`config.mk`:
```
export PLATFORM = sky130hd
export DESIGN_NAME = packet_switch_avmm_window_router_flat
export DESIGN_NICKNAME = d
export VERILOG_FILES = /design/src/rtl/packet_switch_avmm_window_router_if.sv /design/src/rtl/packet_switch_avmm_window_router.sv /design/src/flat_wrapper.sv
export SDC_FILE = /design/constraint.sdc
export NUM_CORES = 1
export LEC_CHECK = 0
export BUFFER_PORTS_ARGS = -buffer_cell sky130_fd_sc_hd__buf_2
export CELL_PAD_IN_SITES_DETAIL_PLACEMENT = 1
export CELL_PAD_IN_SITES_GLOBAL_PLACEMENT = 2
export CORE_UTILIZATION = 25
export CTS_CLUSTER_SIZE = 10
export DETAILED_ROUTE_END_ITERATION = 10
export GPL_TIMING_DRIVEN = 1
export HOLD_SLACK_MARGIN = 0.15
export PLACE_DENSITY = 0.72
export SLEW_MARGIN = 5
export SYNTH_ARGS = -nofsm -noshare
export SYNTH_HDL_FRONTEND = slang
export SYNTH_SLANG_ARGS = --single-unit
```
`constraint.sdc`:
```
create_clock -name clk -period 6.2 [get_ports clk]
set_clock_uncertainty 0.1 [all_clocks]
set_input_delay 1.86 -clock clk [delete_from_list [all_inputs] [get_ports clk]]
set_output_delay 1.86 -clock clk [all_outputs]
set_load 0.05 [all_outputs]
```
`src/rtl/packet_switch_avmm_window_router_if.sv`:
```
// Upstream AVMM agent port plus the per-channel downstream bundle
// of the debug window router.
interface packet_switch_avmm_window_router_if #(
  parameter int NUM_CH     = 2,
  parameter int ADDR_WIDTH = 16,
  parameter int DATA_WIDTH = 32
);
  localparam int BE_W = DATA_WIDTH / 8;

  logic [ADDR_WIDTH-1:0]        s_address;
  logic                         s_read;
  logic                         s_write;
  logic [DATA_WIDTH-1:0]        s_writedata;
  logic [BE_W-1:0]              s_byteenable;
  logic                         s_waitrequest;
  logic [DATA_WIDTH-1:0]        s_readdata;
  logic                         s_readdatavalid;

  logic [NUM_CH*ADDR_WIDTH-1:0] m_address;
  logic [NUM_CH-1:0]            m_read;
  logic [NUM_CH-1:0]            m_write;
  logic [NUM_CH*DATA_WIDTH-1:0] m_writedata;
  logic [NUM_CH*BE_W-1:0]       m_byteenable;
  logic [NUM_CH-1:0]            m_waitrequest;
  logic [NUM_CH*DATA_WIDTH-1:0] m_readdata;
  logic [NUM_CH-1:0]            m_readdatavalid;

  modport slave (
    input  s_address, s_read, s_write,
    input  s_writedata, s_byteenable,
    output s_waitrequest, s_readdata,
    output s_readdatavalid,
    output m_address, m_read, m_write,
    output m_writedata, m_byteenable,
    input  m_waitrequest, m_readdata,
    input  m_readdatavalid
  );

  modport master (
    output s_address, s_read, s_write,
    output s_writedata, s_byteenable,
    input  s_waitrequest, s_readdata,
    input  s_readdatavalid,
    input  m_address, m_read, m_write,
    input  m_writedata, m_byteenable,
    output m_waitrequest, m_readdata,
    output m_readdatavalid
  );
endinterface

```
`src/rtl/packet_switch_avmm_window_router.sv`:
```
// Routes one upstream AVMM agent to NUM_CH address windows with
// unmapped/timeout error responses and saturating error counters.
module packet_switch_avmm_window_router #(
  parameter int NUM_CH     = 2,
  parameter int ADDR_WIDTH = 16,
  parameter int DATA_WIDTH = 32,
  parameter logic [NUM_CH*ADDR_WIDTH-1:0] WIN_BASE =
    {16'h8238, 16'h8218},
  parameter logic [NUM_CH*ADDR_WIDTH-1:0] WIN_LAST =
    {16'h8254, 16'h8234},
  parameter int TIMEOUT_CYC = 255,
  parameter logic [DATA_WIDTH-1:0] ERR_DATA = 32'hDEAD_BEEF
) (
  input  logic        clk,
  input  logic        rst,
  packet_switch_avmm_window_router_if.slave bus,
  output logic [15:0] err_unmapped_cnt,
  output logic [15:0] err_timeout_cnt,
  output logic        busy
);
  localparam int BE_W = DATA_WIDTH / 8;
  localparam int CH_W = (NUM_CH > 1) ? $clog2(NUM_CH) : 1;
  localparam int TW   = $clog2(TIMEOUT_CYC + 1);

  typedef enum logic [2:0] {
    IDLE, ISSUE, WAIT_RD, ACK, RDV
  } state_t;

  state_t state, state_n;

  logic [NUM_CH*ADDR_WIDTH-1:0] m_addr_q;
  logic [NUM_CH*DATA_WIDTH-1:0] m_wd_q;
  logic [NUM_CH*BE_W-1:0]       m_be_q;
  logic [NUM_CH-1:0]            m_rd_q;
  logic [NUM_CH-1:0]            m_wr_q;
  logic                         s_wait_q;
  logic                         s_rdv_q;
  logic [DATA_WIDTH-1:0]        s_rd_q;
  logic [DATA_WIDTH-1:0]        cap_q;
  logic                         is_wr;
  logic                         err_q;
  logic [CH_W-1:0]              sel;
  logic [TW-1:0]                tmo_cnt;

  logic                  cmd;
  logic                  hit;
  logic [CH_W-1:0]       hit_idx;
  logic [ADDR_WIDTH-1:0] rebased;
  logic                  sel_wait;
  logic                  sel_rdv;
  logic [DATA_WIDTH-1:0] sel_data;
  logic                  tmo_end;

  assign cmd      = bus.s_read | bus.s_write;
  assign sel_wait = bus.m_waitrequest[sel];
  assign sel_rdv  = bus.m_readdatavalid[sel];
  assign sel_data = bus.m_readdata[sel*DATA_WIDTH +: DATA_WIDTH];
  assign tmo_end  = (state == ISSUE || state == WAIT_RD) &&
                    (tmo_cnt == TW'(TIMEOUT_CYC - 1));

  // Descending scan so the lowest matching channel wins.
  always_comb begin
    hit     = 1'b0;
    hit_idx = '0;
    rebased = '0;
    for (int i = NUM_CH - 1; i >= 0; i--) begin
      if (bus.s_address >= WIN_BASE[i*ADDR_WIDTH +: ADDR_WIDTH] &&
          bus.s_address <= WIN_LAST[i*ADDR_WIDTH +: ADDR_WIDTH]) begin
        hit     = 1'b1;
        hit_idx = CH_W'(i);
        rebased = bus.s_address -
                  WIN_BASE[i*ADDR_WIDTH +: ADDR_WIDTH];
      end
    end
  end

  always_ff @(posedge clk) begin
    if (rst) state <= IDLE;
    else     state <= state_n;
  end

  always_comb begin
    state_n = state;
    unique case (state)
      IDLE:    if (cmd) state_n = hit ? ISSUE : ACK;
      ISSUE: begin
        if (tmo_end)        state_n = ACK;
        else if (!sel_wait) state_n = is_wr ? ACK : WAIT_RD;
      end
      WAIT_RD: if (tmo_end || sel_rdv) state_n = ACK;
      ACK:     state_n = is_wr ? IDLE : RDV;
      RDV:     state_n = IDLE;
      default: state_n = IDLE;
    endcase
  end

  always_ff @(posedge clk) begin
    if (rst) begin
      m_addr_q         <= '0;
      m_wd_q           <= '0;
      m_be_q           <= '0;
      m_rd_q           <= '0;
      m_wr_q           <= '0;
      s_wait_q         <= 1'b1;
      s_rdv_q          <= 1'b0;
      s_rd_q           <= '0;
      cap_q            <= '0;
      is_wr            <= 1'b0;
      err_q            <= 1'b0;
      sel              <= '0;
      tmo_cnt          <= '0;
      err_unmapped_cnt <= '0;
      err_timeout_cnt  <= '0;
      busy             <= 1'b0;
    end else begin
      s_wait_q <= (state_n != ACK);
      s_rdv_q  <= (state_n == RDV);
      busy     <= (state_n != IDLE);
      if (state_n == RDV)
        s_rd_q <= err_q ? ERR_DATA : cap_q;
      unique case (state)
        IDLE: if (cmd) begin
          is_wr   <= bus.s_write;
          sel     <= hit_idx;
          err_q   <= !hit;
          tmo_cnt <= '0;
          if (hit) begin
            m_addr_q[hit_idx*ADDR_WIDTH +: ADDR_WIDTH] <= rebased;
            m_wd_q[hit_idx*DATA_WIDTH +: DATA_WIDTH] <=
              bus.s_writedata;
            m_be_q[hit_idx*BE_W +: BE_W] <= bus.s_byteenable;
            if (bus.s_write) m_wr_q[hit_idx] <= 1'b1;
            else             m_rd_q[hit_idx] <= 1'b1;
          end else if (err_unmapped_cnt != 16'hFFFF) begin
            err_unmapped_cnt <= err_unmapped_cnt + 16'd1;
          end
        end
        ISSUE, WAIT_RD: begin
          tmo_cnt <= tmo_cnt + 1'b1;
          // Timeout wins over a completion in the same cycle.
          if (tmo_end) begin
            m_rd_q <= '0;
            m_wr_q <= '0;
            err_q  <= 1'b1;
            if (err_timeout_cnt != 16'hFFFF)
              err_timeout_cnt <= err_timeout_cnt + 16'd1;
          end else if (state == ISSUE && !sel_wait) begin
            m_rd_q <= '0;
            m_wr_q <= '0;
          end else if (state == WAIT_RD && sel_rdv) begin
            cap_q <= sel_data;
          end
        end
        default: ;
      endcase
    end
  end

  assign bus.s_waitrequest   = s_wait_q;
  assign bus.s_readdatavalid = s_rdv_q;
  assign bus.s_readdata      = s_rd_q;
  assign bus.m_address       = m_addr_q;
  assign bus.m_read          = m_rd_q;
  assign bus.m_write         = m_wr_q;
  assign bus.m_writedata     = m_wd_q;
  assign bus.m_byteenable    = m_be_q;
endmodule

```
`src/flat_wrapper.sv`:
```
// flat-port wrapper written by rule: the top's interface ports become plain ports
module packet_switch_avmm_window_router_flat 
#(
  parameter int NUM_CH     = 2,
  parameter int ADDR_WIDTH = 16,
  parameter int DATA_WIDTH = 32,
  parameter logic [NUM_CH*ADDR_WIDTH-1:0] WIN_BASE =
    {16'h8238, 16'h8218},
  parameter logic [NUM_CH*ADDR_WIDTH-1:0] WIN_LAST =
    {16'h8254, 16'h8234},
  parameter int TIMEOUT_CYC = 255,
  parameter logic [DATA_WIDTH-1:0] ERR_DATA = 32'hDEAD_BEEF
)
  (clk, rst, err_unmapped_cnt, err_timeout_cnt, busy, bus_s_address, bus_s_read, bus_s_write, bus_s_writedata, bus_s_byteenable, bus_s_waitrequest, bus_s_readdata, bus_s_readdatavalid, bus_m_address, bus_m_read, bus_m_write, bus_m_writedata, bus_m_byteenable, bus_m_waitrequest, bus_m_readdata, bus_m_readdatavalid);
  packet_switch_avmm_window_router_if #(.NUM_CH(NUM_CH), .ADDR_WIDTH(ADDR_WIDTH), .DATA_WIDTH(DATA_WIDTH)) bus_i ();
  input  logic clk;
  input  logic rst;
  output logic [15:0] err_unmapped_cnt;
  output logic [15:0] err_timeout_cnt;
  output logic busy;
  input wire logic [$bits(bus_i.s_address)-1:0] bus_s_address;
  input wire logic [$bits(bus_i.s_read)-1:0] bus_s_read;
  input wire logic [$bits(bus_i.s_write)-1:0] bus_s_write;
  input wire logic [$bits(bus_i.s_writedata)-1:0] bus_s_writedata;
  input wire logic [$bits(bus_i.s_byteenable)-1:0] bus_s_byteenable;
  output wire logic [$bits(bus_i.s_waitrequest)-1:0] bus_s_waitrequest;
  output wire logic [$bits(bus_i.s_readdata)-1:0] bus_s_readdata;
  output wire logic [$bits(bus_i.s_readdatavalid)-1:0] bus_s_readdatavalid;
  output wire logic [$bits(bus_i.m_address)-1:0] bus_m_address;
  output wire logic [$bits(bus_i.m_read)-1:0] bus_m_read;
  output wire logic [$bits(bus_i.m_write)-1:0] bus_m_write;
  output wire logic [$bits(bus_i.m_writedata)-1:0] bus_m_writedata;
  output wire logic [$bits(bus_i.m_byteenable)-1:0] bus_m_byteenable;
  input wire logic [$bits(bus_i.m_waitrequest)-1:0] bus_m_waitrequest;
  input wire logic [$bits(bus_i.m_readdata)-1:0] bus_m_readdata;
  input wire logic [$bits(bus_i.m_readdatavalid)-1:0] bus_m_readdatavalid;
  assign bus_i.s_address = bus_s_address;
  assign bus_i.s_read = bus_s_read;
  assign bus_i.s_write = bus_s_write;
  assign bus_i.s_writedata = bus_s_writedata;
  assign bus_i.s_byteenable = bus_s_byteenable;
  assign bus_s_waitrequest = bus_i.s_waitrequest;
  assign bus_s_readdata = bus_i.s_readdata;
  assign bus_s_readdatavalid = bus_i.s_readdatavalid;
  assign bus_m_address = bus_i.m_address;
  assign bus_m_read = bus_i.m_read;
  assign bus_m_write = bus_i.m_write;
  assign bus_m_writedata = bus_i.m_writedata;
  assign bus_m_byteenable = bus_i.m_byteenable;
  assign bus_i.m_waitrequest = bus_m_waitrequest;
  assign bus_i.m_readdata = bus_m_readdata;
  assign bus_i.m_readdatavalid = bus_m_readdatavalid;
  packet_switch_avmm_window_router #(.NUM_CH(NUM_CH), .ADDR_WIDTH(ADDR_WIDTH), .DATA_WIDTH(DATA_WIDTH), .WIN_BASE(WIN_BASE), .WIN_LAST(WIN_LAST), .TIMEOUT_CYC(TIMEOUT_CYC), .ERR_DATA(ERR_DATA)) u_core (.clk(clk), .rst(rst), .bus(bus_i), .err_unmapped_cnt(err_unmapped_cnt), .err_timeout_cnt(err_timeout_cnt), .busy(busy));
endmodule
```
# Word-level counts from Yosys, hierarchy flattened
# Cells that the tools add are included.
dict set report op_classes {
  addsub 8
  n_mul 0
  n_div 0
  order_cmp 7
  n_eq_ne 14
  shift 7
  n_mux 38
  bitwise 6
  n_reduce_logical 23
}
# cell n
set op_table {}
lappend op_table {{64-bit bitwise mux} 1}
lappend op_table {{32-bit by 34-bit variable shift with 64-bit output (first input constant)} 1}
lappend op_table {{32-bit by 34-bit variable part select with 64-bit output} 1}
lappend op_table {{64-bit by 7-bit variable part select with 32-bit output} 1}
lappend op_table {{3-bit negator with 34-bit output} 1}
lappend op_table {{5-bit negator with 34-bit output} 1}
lappend op_table {{6-bit negator with 34-bit output} 1}
lappend op_table {{16-bit by 34-bit variable shift with 32-bit output (first input constant)} 1}
lappend op_table {{4-bit by 34-bit variable shift with 8-bit output (first input constant)} 1}
lappend op_table {{16-bit by 34-bit variable part select with 32-bit output} 1}
lappend op_table {{4-bit by 34-bit variable part select with 8-bit output} 1}
lappend op_table {{16-bit by 1-bit adder with 16-bit output (second input constant)} 2}
lappend op_table {{32-bit bitwise mux} 1}
lappend op_table {{16-bit >= comparator (second input constant)} 2}
lappend op_table {{16-bit less-or-equal comparator (second input constant)} 2}
lappend op_table {{16-bit 2-to-1 mux} 2}
lappend op_table {{32-bit 2-to-1 mux} 1}
lappend op_table {{16-bit inequality test (second input constant)} 2}
lappend op_table {{16-bit subtractor (second input constant)} 2}
lappend op_table {{2-bit 2-to-1 mux} 9}
lappend op_table {{8-bit case mux with 2 select lines} 1}
lappend op_table {{3-bit 2-to-1 mux} 5}
lappend op_table {{3-bit case mux with 4 select lines} 1}
lappend op_table {{1-bit 2-to-1 mux} 11}
lappend op_table {{30 further kinds} 51}
dict set report totals {
  ff_bits 221
  latch_bits 0
  ramBits 0
  romBits 0
  in_bits 124
  output_inout_bits 175
  wordCells 120
  n_memories 0
}

# Logic depth before layout (Yosys ltp)
# Gate-level depths: netlist (run 1).
dict set report depth {
  word_depth 13
  ltp_mapped 9
  ltp_nobuf 8
}

# Least setup slack after synthesis (run 1)
# Ideal clock, no wire load.
dict set report synth_timing {
  path_type {input -> register}
  from {input bus_s_address[11]}
  to {register u_core.m_be_q[7], in the netlist u_core.bus.m_byteenable[7]}
  setup_ps 128
  arrival_time_ps 3938
  required_ps 5972
  path_slack_ps 2034
  path_stages 8
  n_path_buf 2
  path_cell_list {or3_4 -> or4_4 -> o41a_1 -> o311a_1 -> buf_6 -> buf_12 -> mux2i_1 -> nor2_1}
}
dict set report synth_via {
  elab_chain_len 7
  elab_cells_between_ends 14
  classes_between {add/sub: 1; order compare: 4; shift: 2; mux: 4; reduce/logical: 3}
}
# element line
set synth_lines {}
lappend synth_lines {{start: declaration} flat_wrapper.sv:21} ;# input wire logic [$bits(bus_i.s_address)-1:0] bus_s_address;
lappend synth_lines {{16-bit >= comparator / 16-bit less-or-equal comparator (equally long branches)} {packet_switch_avmm_window_router.sv:67, packet_switch_avmm_window_router.sv:68}}
lappend synth_lines {{1-bit logical AND} packet_switch_avmm_window_router.sv:67} ;# if (bus.s_address >= WIN_BASE[i*ADDR_WIDTH +: ADDR_WIDTH] &&
lappend synth_lines {{1-bit 2-to-1 mux (2 in a row)} packet_switch_avmm_window_router.sv:67}
lappend synth_lines {{3-bit negator with 34-bit output} packet_switch_avmm_window_router.sv:131} ;# m_be_q[hit_idx*BE_W +: BE_W] <= bus.s_byteenable;
lappend synth_lines {{4-bit by 34-bit variable part select with 8-bit output / 4-bit by 34-bit variable shift with 8-bit output (equally long branches)} packet_switch_avmm_window_router.sv:131}
lappend synth_lines {{8-bit bitwise mux} packet_switch_avmm_window_router.sv:131}
lappend synth_lines {{end signal: indexed assignment} packet_switch_avmm_window_router.sv:131}
lappend synth_lines {{end: declaration} packet_switch_avmm_window_router.sv:33} ;# logic [NUM_CH*BE_W-1:0] m_be_q;
# Parallel ways exist; a longest one is shown, timed or not.
# A chain may end at the register's enable or synchronous reset.

# Worst setup path after layout (run 1)
dict set report layout_timing {
  from {input bus_s_address[11]}
  to {register u_core.m_wd_q[8], in the netlist u_core.bus.m_writedata[8]}
}
dict set report layout_via {
  elab_chain_len 7
  elab_cells_between_ends 14
  classes_between {add/sub: 1; order compare: 4; shift: 2; mux: 4; reduce/logical: 3}
}
# element line
set layout_lines {}
lappend layout_lines {{16-bit >= comparator / 16-bit less-or-equal comparator (equally long branches)} {packet_switch_avmm_window_router.sv:67, packet_switch_avmm_window_router.sv:68}}
lappend layout_lines {{1-bit logical AND} packet_switch_avmm_window_router.sv:67}
lappend layout_lines {{1-bit 2-to-1 mux (2 in a row)} packet_switch_avmm_window_router.sv:67}
lappend layout_lines {{6-bit negator with 34-bit output} packet_switch_avmm_window_router.sv:129} ;# m_wd_q[hit_idx*DATA_WIDTH +: DATA_WIDTH] <=
lappend layout_lines {{32-bit by 34-bit variable part select with 64-bit output / 32-bit by 34-bit variable shift with 64-bit output (equally long branches)} packet_switch_avmm_window_router.sv:129}
lappend layout_lines {{64-bit bitwise mux} packet_switch_avmm_window_router.sv:129}
lappend layout_lines {{end signal: indexed assignment} packet_switch_avmm_window_router.sv:129}
lappend layout_lines {{end: declaration} packet_switch_avmm_window_router.sv:32} ;# logic [NUM_CH*DATA_WIDTH-1:0] m_wd_q;
# Parallel ways exist; a longest one is shown, timed or not.

==> results.txt, run 1 <==
The overall routing resource usage came out at 15.0%. The global placement routability congestion is 0.744. The number of nets produced by synthesis came out at about 1100.

The filler cell count in the final layout is between 4000 and 5000. Along the worst path, the maximum fanout reaches 30. The height of the chip is 191 um. In the routed layout, each cell is associated on average with a via count of 4.64. The synthesized netlist devotes 22.7% of its cell area to simple gates. The maximum ir drop on the vdd rail is ~160 uV.

The floorplan step defined a core boundary enclosing 34800 sq um. After routing, the total negative slack on setup checks comes to 0 ps. The top flip-flop cell by instance count after synthesis is sky130_fd_sc_hd__dfxtp_1. For met3 alone, demand over resource in global routing was between 4 and 5%. By area the synthesized netlist is led by sky130_fd_sc_hd__dfxtp_1, sky130_fd_sc_hd__mux2i_1, sky130_fd_sc_hd__nor2_1. The sequential element share of the synthesized area is 49.6%. In the finished design, the share of the clock period the worst path needs comes to 68.2%. The CTS H-tree depth came out at 1. In this run the worst hold path is classified as reg2reg.

The share of synthesized registers carrying an async set or reset is 0%. In this run the biggest area consumer among cell types represents 49.6% of the synthesized area. The startpoint-to-endpoint class of the critical path is in2reg. The area of combinational cells with multiple inputs came out at 4150 sq um. The cell chosen for the clock root is sky130_fd_sc_hd__clkbuf_16. The number of cells on the worst reg-to-reg path is 6. The number of nets in the finished design came out at 1382. The shortest period the worst path allows came out at ~4200 ps.

The via count of the first global-routing pass is 7955. Setup violations remaining at the end of the flow were counted as 0. Counting instances, the worst hold path has a depth of 2. The synthesized netlist devotes 11.1% of its cell area to compound gates.

The area of all sequential standard cells came out at 4430 sq um. The mapped netlist covers 8920 sq um. The pre-antenna-repair detailed-routing pass consisted of 4 iterations. The number of synthesized flops with an enable pin is 0. The number of max-slew violations in the final report is 0.

The final count of hold timing violations is 0. The number of DRC markers in iteration 0 came out at 232. No sink is reached through more buffers than the 3 on the longest clock path.

The number of top-level pins came out at 299. The adder and majority cell fraction of the synthesized area is less than 1%. The total placed instance area is 10800 sq um. The horizontal die dimension came out at 191 um.

The number of flip-flops and latches in the synthesized netlist came out at about 220. The cell count after synthesis came out at 982. The power density over cell area is 299 nW/um^2. In the routed design, unresolved DRC markers number 0. The worst path arrival time came out at 4570 ps. The parity-gate share of the synthesized area counting xor and xnor cells is 2.06%. The layer flagged by global routing as most heavily used is met2. The sum of routed wire length over all layers is 28.2 mm. Entering global routing, the biggest net connects 113 pins. The summed area of non-filler cells in the final layout came out at 11500 sq um. The via count is 7966.

The layout overhead on the synthesized area is 29.0%. Summed over all instances, the cell type with the most area after synthesis is sky130_fd_sc_hd__dfxtp_1. TritonCTS built the clock tree.

For the pin with the worst max-slew slack, the measured transition is 955 ps. The number of buffers inserted by post-CTS setup repair is 0. In the layout the commonest cells are sky130_fd_sc_hd__buf_2, sky130_fd_sc_hd__dfxtp_1, sky130_fd_sc_hd__nor2_1. The global-route wire length before repair is 44.1 mm.

The leakage component of the power is between 4 and 5 nW. Global routing used 24.4% of the available met2 tracks. The number of diodes came out at 0. The average size of a mapped cell is 9.09 sq um. The share of layout cells above drive strength 1 came out at 28.9%.

The number of buffers inserted for hold repair after clock tree synthesis came out at 0. The library cell used most frequently in the layout, excluding fill and tap cells, is sky130_fd_sc_hd__buf_2. The insertion delay to the later sink of the worst-skew pair is between 500 and 600 ps.

STA classifies the critical path endpoint as a flip-flop. The placed wire-length estimate came out at about 20 mm. The flow ran to the end, and the final reports show no timing, DRC or antenna violations. The required time of the critical path came out at 6540 ps. The portion of netlist area occupied by mux cells came out at 9.41%.

The number of antenna violations at the first check in global routing is 2. The max-capacitance violation count is 0. The clock transition at the registers of the reported paths came out at about 50 ps. The total clock buffers created by CTS came out at 27.

The met1 global-route usage came out at 19.6%. Summed over all layers, the global routing overflow is 0. After synthesis, the netlist uses 62 different library cells. Setup repair after global routing left no endpoint under its margin. The worst setup path is launched from an input pin. For this run, the top clock speed supported by timing is 236 MHz. The number of buffer cells added on primary ports came out at 298. The count of antenna-violating nets left after detailed routing came out at 0. The TritonCTS sink count came out at 221. After clock tree synthesis, the repair step resized 0 gates. Yosys printed 0 warnings.

After detailed routing, the average wire length per cell comes to 16.4 um. The worst-case headroom to the max-slew limit is between 30% and 40%. After synthesis, the largest family of logic cells by area is simple AND/OR/NAND/NOR gates. The initial core utilization is about a quarter.

The floorplan step defined a die boundary enclosing 36500 sq um. The floorplan has 68 rows.
-- worst paths after layout --
path	from	slack (ps)	endpoint
max reg2reg	u_core.state[2]$_SDFF_PP0_	3140	u_core.bus.m_writedata[43]$_SDFFE_PP0P_
min reg2reg	u_core.bus.s_readdata[14]$_SDFFE_PP0N_	350	u_core.bus.s_readdata[14]$_SDFFE_PP0N_
max	bus_s_address[11]	1970	u_core.bus.m_writedata[8]$_SDFFE_PP0P_
min	u_core.bus.s_readdata[14]$_SDFFE_PP0N_	350	u_core.bus.s_readdata[14]$_SDFFE_PP0N_
-- cell type report --
cell class              count  share of cell area, %
repair buffers            309                   13.7
well taps                 455                   4.95
flip-flops and latches    221                   38.4
multi-input cells         687                   36.1
inverters                   7                  0.228
clock inverters             2                 0.0870
clock buffers              36                   6.51
-- cell usage after synthesis (all sizes together), types with 12 or more instances --
cell type / instances
a211oi: 36
nand2: 108
nor3: 72
nand4: 17
clkbuf: 54
buf: 13
mux2i: 76
nand3: 15
dfxtp: 221
nor2: 138
a21oi: 71
o21a: 13
xor2: 12
-- kinds of logic (layout without fill, tap and decap cells) --
| logic type | Yosys count | in the layout |
|---|---|---|
| and+or+nand+nor | 425 | 425 |
| DFF | 221 | 221 |
| AOI/OAI and AO/OA | 153 | 153 |
| muxes | 83 | 83 |
| buffers and inverters | 74 | 354 |
| xor gates and xnor gates | 21 | 21 |
| adders and majority gates | 5 | 5 |
-- registers in the layout, summed over array words and instances (netlist names) --
signal	flops
u_core.is_wr	1
u_core.state	3
u_core.cap_q	32
u_core.busy	1
u_core.bus.s_readdata	32
u_core.bus.m_byteenable	8
u_core.bus.m_writedata	64
u_core.sel	1
u_core.err_timeout_cnt	16
u_core.bus.m_address	32
u_core.bus.m_write	2
u_core.bus.s_waitrequest	1
u_core.err_unmapped_cnt	16
u_core.tmo_cnt	8
u_core.err_q	1
u_core.bus.s_readdatavalid	1
u_core.bus.m_read	2
-- through the flow --
stage	hold WS [ps]	power, W	utilization (%)	std cells	setup WS [ps]
floorplan	358	0.00190	-	982	2030
global placement	335	0.00206	30.9	1679	1450
detailed placement	343	0.00207	30.9	1679	1360
CTS	349	0.00352	33.1	1717	1910
global route	366	0.00363	33.1	1717	1690
finish	346	0.00344	33.1	1717	1970
-- where the power goes --
part	leakage [nW]	internal, W	switching (W)
Sequential	1.79	0.00149	0.0000477
Combinational	2.50	0.000158	0.000340
Clock	0.375	0.000826	0.000579
-- routing by layer --
layer	part of all wire [%]	wire (um)	up-vias
met3	7.5	2130	38
met2	44	12400	244
met4	2.0	551	4
met1	46	13100	3709
met5	0.078	22	-
li1	-	-	3971
-- critical path: stages --
cell and delay [ps]:
sky130_fd_sc_hd__buf_2 100, sky130_fd_sc_hd__or3_4 400, sky130_fd_sc_hd__or4_4 510, sky130_fd_sc_hd__nor4_1 370, sky130_fd_sc_hd__and3_2 690, sky130_fd_sc_hd__buf_4 410
sky130_fd_sc_hd__nand2_1 90, sky130_fd_sc_hd__a21oi_1 130
No activity file was read; power rests on OpenSTA's default activity.
==> run 2: changes to the inputs <==
==> constraint.sdc (replaced) <==
create_clock -name clk -period 4.05 [get_ports clk]
set_clock_uncertainty 0.1 [all_clocks]
set_input_delay 1.215 -clock clk [delete_from_list [all_inputs] [get_ports clk]]
set_output_delay 1.215 -clock clk [all_outputs]
set_load 0.05 [all_outputs]
==> results.txt, run 2 (same netlist as run 1, synthesis figures left out) <==
The highest clock frequency the design can meet is 298 MHz. The clock network fraction of design power came out at 42.0%. The number of top-level pins came out at 299. The global-route wire length before repair came out at 44.2 mm. The required time of the critical path is 4420 ps.

For flop-to-flop paths, the worst setup slack is 1390 ps. The tightest min-delay check is of the reg2reg type. The final worst slack came out at roughly 700 ps.

The number of search-and-repair iterations in the first detailed-routing pass came out at 4. The number of buffers inserted for hold repair after clock tree synthesis is 0. Setup repair after global routing left no endpoint under its margin. The aggregate global routing overflow is 0. The switching power came out at 0.00152 W. The final-layout setup total negative slack is 0 ps. The mean routed wirelength per cell is ~16 um. The element type at the critical path start is an input pin.

TritonCTS built the clock tree. The worst-case headroom to the max-slew limit is 42.1%. The run finished with clean final reports. Input and output buffers added on the ports amount to 298. The shortest period the worst path allows is about 3400 ps. The power density over cell area is about 460 nW/um^2. The final critical path takes up 82.8% of the cycle.

The fraction of power spent switching nets is 28.1%. In the routed layout, each cell is associated on average with a via count of 4.64. The most common library cell in the layout ignoring fill and taps is sky130_fd_sc_hd__buf_2. The global placement routability congestion is 0.749.

The detailed router finished its first iteration with 223 violations. Relative to the synthesized area, the layout overhead comes to 31.1%. The critical path is of the in2reg type. In this run the critical register-to-register path is captured at u_core.err_unmapped_cnt[9]$_SDFFE_PP0P_. The final count of hold timing violations came out at 0.

The top cell types in the final layout, fill and taps aside, are sky130_fd_sc_hd__buf_2, sky130_fd_sc_hd__dfxtp_1, sky130_fd_sc_hd__nor2_1. The CTS H-tree depth is 1. The worst setup path is captured at a flip-flop. The critical path starts at bus_s_address[11]. The height of the chip is 191 um. The total clock buffers created by CTS is 28. The number of rows created at floorplan is 68.

The maximum ir drop on the vdd rail came out at 272 uV. The floorplan step defined a die boundary enclosing 36500 sq um. The number of antenna violations at the first check in global routing came out at 2.

The tree is rooted in a sky130_fd_sc_hd__clkbuf_16. The maximum fanout count along the critical path is 20. For this run, design rule violations remaining after detail routing come to 0. The via count came out at 8036. The design internal power is 0.00390 W.

The hold-critical path depth is 2. The flip-flop count of the largest register, all copies and words added came out at 64. The number of nets in the finished design is 1390. The overall routing resource usage is 15.0%.

For the pin with the worst max-slew slack, the measured transition is roughly 860 ps. The number of gates resized after CTS came out at 0. The filler cell count in the final layout came out at 4131. Counting cells, the worst reg-to-reg path comes to 7. Once detail routing completed, the nets flagged for antenna violations numbered 0. The number of placed cells counting well taps came out at ~1700. The leakage component of the power is 4.73 nW. No sink is reached through more buffers than the 3 on the longest clock path.

The worst register-to-register path begins at u_core.state[2]$_SDFF_PP0_. The combinational fraction of design power is 14.6%. The TritonCTS sink count came out at around 220.

The sum of routed wire length over all layers came out at 28.2 mm. The via count of the first global-routing pass is 8026. Cells with a size suffix above 1 make up 29.3% of the layout. The placed wire-length estimate came out at 19.9 mm.

The number of standard cells in the layout, taps in and fillers out is 1731. The capture point of the critical path is u_core.bus.m_address[26]$_SDFFE_PP0P_. The end-of-flow core utilization came out at 33.6%. The sequential share of power came out at 43.4%.

The number of max-slew violations in the final report is 0. The total power draw is 0.00542 W. Across the run, the number of max-cap violations was 0. The area of combinational cells with multiple inputs is 4150 sq um. The clock transition at the registers of the reported paths is roughly 50 ps. The initial core utilization came out at 25.6%. The area of all sequential standard cells is 4430 sq um. The insertion delay to the later sink of the worst-skew pair is 530 ps. The pin count of the biggest net entering global routing is 94. STA puts the critical path data arrival time at 3730 ps. The die is around 190 um wide. The pre-CTS setup slack is 168 ps. The total setup violations reported at the end of the flow came out at 0. The number of buffers inserted by post-CTS setup repair is 0.

The standard cell core area came out at 34800 sq um.
run 2: cell types whose count changed in the layout (fill, tap and decap cells not counted):
| cell | previous run | this run |
|---|---|---|
| sky130_fd_sc_hd__clkinvlp_4 | 0 | 2 |
| sky130_fd_sc_hd__buf_4 | 11 | 12 |
| sky130_fd_sc_hd__diode_2 | 0 | 2 |
| sky130_fd_sc_hd__clkbuf_16 | 27 | 29 |
| sky130_fd_sc_hd__clkbuf_1 | 5 | 9 |
| sky130_fd_sc_hd__buf_12 | 0 | 6 |
| sky130_fd_sc_hd__clkbuf_8 | 4 | 0 |
| sky130_fd_sc_hd__bufinv_16 | 0 | 1 |
run 2: final cells by class:
cell class,count,area share (%)
clock inverters,5,0.471
diodes,2,0.0428
inverters,7,0.225
well taps,455,4.87
repair buffers,316,14.6
flip-flops and latches,221,37.8
multi-input cells,687,35.5
clock buffers,38,6.49
run 2: worst min path at each step:
stage                                              endpoint                               startpoint  slack [ps]
finish               u_core.bus.s_readdata[14]$_SDFFE_PP0N_   u_core.bus.s_readdata[14]$_SDFFE_PP0N_         350
detailed placement   u_core.bus.s_readdata[14]$_SDFFE_PP0N_   u_core.bus.s_readdata[14]$_SDFFE_PP0N_         340
CTS                  u_core.bus.s_readdata[14]$_SDFFE_PP0N_   u_core.bus.s_readdata[14]$_SDFFE_PP0N_         350
global route        u_core.bus.m_byteenable[3]$_SDFFE_PP0P_  u_core.bus.m_byteenable[3]$_SDFFE_PP0P_         370
global placement     u_core.bus.m_writedata[3]$_SDFFE_PP0P_   u_core.bus.m_writedata[3]$_SDFFE_PP0P_         340
floorplan                         u_core.is_wr$_SDFFE_PP0P_                u_core.is_wr$_SDFFE_PP0P_         360
run 2: worst max-delay path, cell delays in order:
cell and delay, ps:
sky130_fd_sc_hd__buf_2 100, sky130_fd_sc_hd__or3_4 390, sky130_fd_sc_hd__or4_4 520, sky130_fd_sc_hd__o41a_1 400, sky130_fd_sc_hd__o311a_4 510, sky130_fd_sc_hd__buf_12 200, sky130_fd_sc_hd__nor2_1 220, sky130_fd_sc_hd__and2_1 160
run 2: routing by layer:
metal	routed length, um	global-route usage (%)	up-vias
li1	-	-	4001
met1	13100	19.8	3769
met2	12600	24.4	228
met3	1910	3.64	36
met4	587	3.60	2
met5	13	0	-
run 2: per-stage QoR:
| stage | hold WS [ps] | area, sq um |
|---|---|---|
| final | 349 | 11700 |
| after global routing | 371 | 11700 |
| after CTS | 352 | 11700 |
| after detailed placement | 344 | 10900 |
| after global placement | 339 | 10900 |
| after floorplan | 358 | 8920 |
run 2: power by group through the flow:
stage	logic [W]	clock network [W]	registers [W]
2_1_floorplan	0.000373	0	0.00254
3_3_place_gp	0.000788	0	0.00240
3_5_place_dp	0.000801	0	0.00240
4_1_cts	0.000804	0.00237	0.00236
5_1_grt	0.000873	0.00246	0.00237
6_report	0.000789	0.00228	0.00235
